<file path="src/rtl/lab_pkg.sv">
// Shared types and constants for the preset sequencer: slot count, FSM
// state encoding and the factory-default value of every parameter.
package lab_pkg;

  localparam int PRESET_COUNT = 4;

  typedef enum logic [2:0] {
    IDLE,
    SAVE,
    LOAD,
    LOAD_TAIL,
    DONE
  } seq_state_t;

  // Factory value returned when an empty slot is loaded; callers truncate
  // to their parameter width.
  function automatic int unsigned param_default(input int unsigned fx,
                                                input int unsigned param);
    return (fx * 8 + param * 5 + 32) & 32'h7f;
  endfunction

endpackage

</file>
<file path="src/rtl/preset_ram.sv">
// Single-port synchronous preset storage with a one-cycle registered read.
// Contents are deliberately not cleared by reset.
module preset_ram #(
  parameter int DEPTH = 512,
  parameter int W     = 7,
  localparam int AW   = $clog2(DEPTH)
) (
  input  logic          clk,
  input  logic          we,
  input  logic [AW-1:0] addr,
  input  logic [W-1:0]  wdata,
  output logic [W-1:0]  rdata
);

  logic [W-1:0] mem [DEPTH];

  always_ff @(posedge clk) begin
    if (we) mem[addr] <= wdata;
    rdata <= mem[addr];
  end

endmodule

</file>
<file path="src/rtl/preset_sequencer.sv">
// Saves the live parameter bank into a preset slot, or replays a slot back
// into the controller as a stream of single-word writes.
import lab_pkg::*;

module preset_sequencer #(
  parameter int FX_COUNT     = 16,
  parameter int PARAM_COUNT  = 8,
  parameter int PARAM_W      = 7,
  parameter int PRESET_COUNT = lab_pkg::PRESET_COUNT
) (
  input  logic                                               clk,
  input  logic                                               reset,
  input  logic                                               save_req,
  input  logic                                               load_req,
  input  logic [$clog2(PRESET_COUNT)-1:0]                    preset_sel,
  input  logic [FX_COUNT-1:0][PARAM_COUNT-1:0][PARAM_W-1:0]  params,
  output logic                                               busy,
  output logic                                               lock,
  output logic                                               done,
  output logic                                               wr_en,
  output logic [$clog2(FX_COUNT)-1:0]                        wr_fx,
  output logic [$clog2(PARAM_COUNT)-1:0]                     wr_param,
  output logic [PARAM_W-1:0]                                 wr_data,
  output logic [PRESET_COUNT-1:0]                            slot_valid,
  output seq_state_t                                         dbg_state
);

  localparam int SEL_W = $clog2(PRESET_COUNT);
  localparam int FX_W  = $clog2(FX_COUNT);
  localparam int PRM_W = $clog2(PARAM_COUNT);
  localparam int WORDS = FX_COUNT * PARAM_COUNT;
  localparam int DEPTH = PRESET_COUNT * WORDS;
  localparam int AW    = $clog2(DEPTH);

  // Handshake: save_req/load_req are sampled only on a rising edge while
  // IDLE (save wins a tie, anything arriving while busy is dropped);
  // completion is a single-cycle done pulse, and wr_en is a fire-and-forget
  // strobe with no back-pressure from the controller.

  seq_state_t        state, state_n;
  logic [FX_W-1:0]   cnt_fx;
  logic [PRM_W-1:0]  cnt_param;
  logic [SEL_W-1:0]  slot_q;
  logic              last_idx;
  logic              ram_we;
  logic [AW-1:0]     ram_addr;
  logic [PARAM_W-1:0] ram_rdata;
  logic [PARAM_W-1:0] save_word;

  assign last_idx = (cnt_fx == FX_W'(FX_COUNT - 1)) &&
                    (cnt_param == PRM_W'(PARAM_COUNT - 1));

  always_ff @(posedge clk) begin
    if (reset) state <= IDLE;
    else       state <= state_n;
  end

  always_comb begin
    state_n = state;
    case (state)
      IDLE: begin
        if (save_req)      state_n = SAVE;
        else if (load_req) state_n = LOAD;
      end
      SAVE:      if (last_idx) state_n = DONE;
      LOAD:      if (last_idx) state_n = LOAD_TAIL;
      LOAD_TAIL: state_n = DONE;
      DONE:      state_n = IDLE;
      default:   state_n = IDLE;
    endcase
  end

  assign busy      = (state != IDLE);
  assign lock      = busy;
  assign done      = (state == DONE);
  assign dbg_state = state;

  // Counters hold at the last word once reached, so the address can never
  // spill into the neighbouring slot.
  always_ff @(posedge clk) begin
    if (reset) begin
      cnt_fx     <= '0;
      cnt_param  <= '0;
      slot_q     <= '0;
      slot_valid <= '0;
      wr_en      <= 1'b0;
      wr_fx      <= '0;
      wr_param   <= '0;
    end else begin
      wr_en <= (state == LOAD);
      if (state == LOAD) begin
        wr_fx    <= cnt_fx;
        wr_param <= cnt_param;
      end

      if (state == IDLE) begin
        cnt_fx    <= '0;
        cnt_param <= '0;
        if (save_req || load_req) slot_q <= preset_sel;
      end else if ((state == SAVE || state == LOAD) && !last_idx) begin
        if (cnt_param == PRM_W'(PARAM_COUNT - 1)) begin
          cnt_param <= '0;
          cnt_fx    <= cnt_fx + 1'b1;
        end else begin
          cnt_param <= cnt_param + 1'b1;
        end
      end

      if (state == SAVE && last_idx) slot_valid[slot_q] <= 1'b1;
    end
  end

  // Reset gates the write strobe so an aborted save stops on the same edge.
  assign ram_we    = (state == SAVE) && !reset;
  assign ram_addr  = AW'(int'(slot_q) * WORDS + int'(cnt_fx) * PARAM_COUNT + int'(cnt_param));
  assign save_word = params[cnt_fx][cnt_param];

  preset_ram #(
    .DEPTH (DEPTH),
    .W     (PARAM_W)
  ) u_ram (
    .clk   (clk),
    .we    (ram_we),
    .addr  (ram_addr),
    .wdata (save_word),
    .rdata (ram_rdata)
  );

  // Empty slots replay factory values with identical timing.
  assign wr_data = !wr_en ? '0 :
                   slot_valid[slot_q] ? ram_rdata :
                   PARAM_W'(param_default(32'(wr_fx), 32'(wr_param)));

endmodule

</file>
<file path="config.mk">
export PLATFORM = sky130hd
export DESIGN_NAME = preset_sequencer
export DESIGN_NICKNAME = d
export VERILOG_FILES = /design/src/rtl/lab_pkg.sv /design/src/rtl/preset_ram.sv /design/src/rtl/preset_sequencer.sv
export SDC_FILE = /design/constraint.sdc
export NUM_CORES = 2
export LEC_CHECK = 0
export CORE_ASPECT_RATIO = 1.1
export CORE_UTILIZATION = 40
export CTS_CLUSTER_SIZE = 14
export DETAILED_ROUTE_END_ITERATION = 12
export PLACE_DENSITY = 0.59
export SYNTH_ARGS = -nofsm -noshare
export SYNTH_HDL_FRONTEND = slang
export SYNTH_SLANG_ARGS = --single-unit
</file>
<file path="constraint.sdc">
create_clock -name clk -period 44.4 [get_ports clk]
set_input_delay 8.88 -clock clk [delete_from_list [all_inputs] [get_ports clk]]
set_output_delay 8.88 -clock clk [all_outputs]
set_load 0.005 [all_outputs]
</file>
==> key figures <==
Floorplan
  • Initial core utilization: 40.2%
  • I/O pin count: 927
  • Core area: 369000 µm²
  • Die Area: 374000 µm²
  • Die height: 641 µm
  • Site Rows: 234
  • Die X: 583 µm

Power and ir drop
  • Switching pwr: 1630 µW
  • Sequential share of power: 52.4%
  • Int Power: 5670 µW
  • Clk network pwr share: 40.7%
  • VDD IR max: 30.3 µV
  • Pwr Density: 41.6 nW/µm²
  • Sw Share: 22.3%
  • Combinational Power Share: 6.9%
  • Leakage: 0.0527 µW

Finish
  • Multi-input logic area: 37700 µm²
  • Most frequent cells in the layout: edfxtp_1 (3584), mux4_2 (980), clkdlybuf4s50_1 (926), nor2_1 (624), mux2i_1 (424)
  • Reg area: 108000 µm²
  • Area grow syn2layout: 18.1%
  • Nets: 9396
  • Commonest non-fill, non-tap cell in the layout: edfxtp_1
  • Layout cells sized above 1: 20.6%
  • Post-route cell area: 175000 µm²
  • Fillers: 30800

Synthesis
  • Avg Inst Size Synth: 19.8 µm²
  • Synth Cell Area: 149000 µm²
  • Leading area contributor after synthesis: edfxtp_1
  • Number of flops mapped to enable cells by yosys: 3584
  • Gate Count Post-Synth: 7515
  • Yosys warnings: 0
  • Top cells by area, synth: edfxtp_1 (72%), mux4_2 (15%), mux2i_1 (2.9%)
  • Library cells used by synthesis: 85
  • Register area share after synthesis: 72.9%
  • Dominant synthesized flop cell: edfxtp_1
  • Synth top area share: 72.4%
  • Synth async-reset ratio: 0%
  • Syn_nets: 8429
  • Synthesized flop and latch total: 3615

STA
  • Worst slew pin tran: 1.45 ns
  • Final Setup Violations: 0
  • Final period util: 33.2%
  • Worst-case clock skew: 0.0575 ns
  • Min cycle time layout: 14.76 ns
  • RSZ-0062 raised after global routing: no
  • Hold Violations, Final: 0
  • Final Max Slew Viols: 0
  • Highest clock rate: 67.8 MHz
  • Max-slew headroom: 2.61%
  • Setup TNS: 0 ns

Routing
  • WL/cell: 41.7 µm
  • DRC Markers: 0
  • Number of detailed-route iterations in the first pass: 6
  • Via Count: 86100
  • Post-route ant nets: 0
  • 1st-iter DRT viols: 11700
  • Metal2 WL: 283000 µm
  • DR top layer: met5
  • Met3 wire length: 50100 µm
  • Post-route met1 wirelength: 197000 µm
  • Final wirelength: 586000 µm
  • Vias per cell: 6.13

Worst hold path
  • Hold path startpoint: wr_fx[2]
  • Hold path cells: 2
  • Hold EP: wr_fx[2]
  • Tightest Hold Check Type: flop to flop

Global routing
  • Vias in the first global route: 84000
  • Initial antenna violation count: 230
  • Largest net degree at the start of global routing: 207
  • Global-route usage over all layers: 31.1%
  • Total grt overflow: 0
  • First-pass GRT wire length: 774000 µm

Worst setup path
  • RR Startpoint: cnt_param[0]
  • Arr. time, crit path: 15.28 ns
  • CP Class: input port to flop
  • Worst Reg-to-Reg Cells: 12
  • CP Capture Type: flop
  • WP data required: 44.92 ns
  • R2R Path End: u_ram.rdata[6]
  • CP Launch Type: input port
  • Critical path fanouts, max: 92
  • R2R setup slack: 35.77 ns

Clocking
  • Post-cts resize count: 0
  • Root Driver: clkbuf_16
  • Post-CTS Setup Bufs: 0
  • CTS tree: done
  • H-tree levels: 5
  • Clock Latency Late Sink: 0.92 ns
  • Clk buf depth: 4
  • Clock sinks: 3615
  • CTS clk-pin slew, worst paths: 0.07 ns
  • Hold buffers post-CTS: 0
  • Inserted Clock Buffers: 358

Status
  • Status: finished clean

Placed design
  • DP HPWL: 409000 µm
  • Final Wtd Congestion: 0.981
  • IO Port Bufs: 926
  • Placement Cell Area: 163000 µm²

Job
  • Max-cap violations: 0
-- layer usage --
| metal | global-route usage (%) | vias to the layer above |
|---|---|---|
| met3 | 7.50 | 1354 |
| met4 | 27.2 | 40 |
| met2 | 49.4 | 5294 |
| li1 | - | 33600 |
| met1 | 35.2 | 45800 |
| met5 | 0 | - |
-- flip-flops by register name, summed over array words and instances (netlist names) --
signal       flops
wr_en            1
slot_q           2
wr_fx            4
u_ram.mem     3584
slot_valid       4
cnt_param        3
wr_param         3
cnt_fx           4
dbg_state        3
u_ram.rdata      7
-- synth_stat cells (20+ instances only) --
cell,count
nand3_1,86
buf_6,29
o221ai_1,20
a22oi_1,113
nor4_1,27
clkbuf_1,205
mux2_2,46
nor3_1,30
dfxtp_1,31
nor2b_1,34
o22ai_1,124
a31oi_1,26
nand4_1,31
o21ai_0,88
buf_2,198
nand2_1,237
a21oi_1,112
mux2i_1,432
edfxtp_1,3584
nor2_1,628
buf_1,23
mux4_2,980
a211oi_1,25
and3_1,28
a221oi_1,34
buf_4,62
-- area by class of cell --
class,instances,area share (%)
flip-flops and latches,3615,61.7
multi-input cells,3354,21.5
repair buffers,1135,6.32
clock buffers,426,5.33
well taps,4956,3.53
clock inverters,217,1.07
diodes,338,0.482
inverters,18,0.0464
-- cell families (layout without fill, tap and decap cells) --
| logic type | after synthesis | after routing | synth area share (%) |
|---|---|---|---|
| buf+inv | 546 | 1796 | 1.94 |
| xor+xnor | 6 | 6 | 0.0354 |
| compound gates | 685 | 685 | 3.17 |
| mux | 1475 | 1475 | 18.4 |
| flops | 3615 | 3615 | 72.9 |
| simple gates | 1176 | 1176 | 3.47 |
| fa+ha+maj | 12 | 12 | 0.106 |
| other cells | 0 | 338 | 0 |
-- how the worst max path moves through the flow --
stage | startpoint | end | slack (ns) | cells past startpoint
finish | params[775] | u_ram.mem[511][5] | 29.64 | 11
global route | params[628] | u_ram.mem[508][5] | 29.51 | 10
CTS | params[775] | u_ram.mem[508][5] | 29.85 | 11
detailed placement | params[775] | u_ram.mem[176][5] | 28.94 | 11
global placement | params[775] | u_ram.mem[504][5] | 29.06 | 11
floorplan | params[215] | u_ram.mem[0][5] | 10.91 | 7
-- worst max-delay path: stages --
cell	delay, ns
clkdlybuf4s50_1	1.14
a221oi_1	0.18
nor2_1	0.20
o22ai_1	0.13
o211ai_1	0.72
o21ai_0	0.37
o21ai_4	0.23
buf_4	0.71
buf_4	0.81
buf_4	0.77
buf_4	0.84
-- through the flow --
stage | hold slack [ns] | worst slack (ns) | power (µW) | std cells | utilization, %
after detailed placement | 0.472 | 28.94 | 4390 | 13100 | 44.2
after CTS | 0.487 | 29.85 | 7310 | 13700 | 47.2
after global placement | 0.470 | 29.06 | 4380 | 13100 | 44.2
after floorplan | 0.465 | 10.91 | 4190 | 7515 | -
final | 0.504 | 29.64 | 7300 | 14100 | 47.5
after global routing | 0.513 | 29.51 | 7450 | 14000 | 47.4
-- power by group through the flow --
stage          registers (µW)  clock network (µW)  logic [µW]
6_report                 3830                2970         502
3_3_place_gp             3900                   0         481
2_1_floorplan            3980                   0         215
4_1_cts                  3830                2990         492
3_5_place_dp             3900                   0         491
5_1_grt                  3820                3110         515
Note: power is estimated with default switching activity, not from simulation.
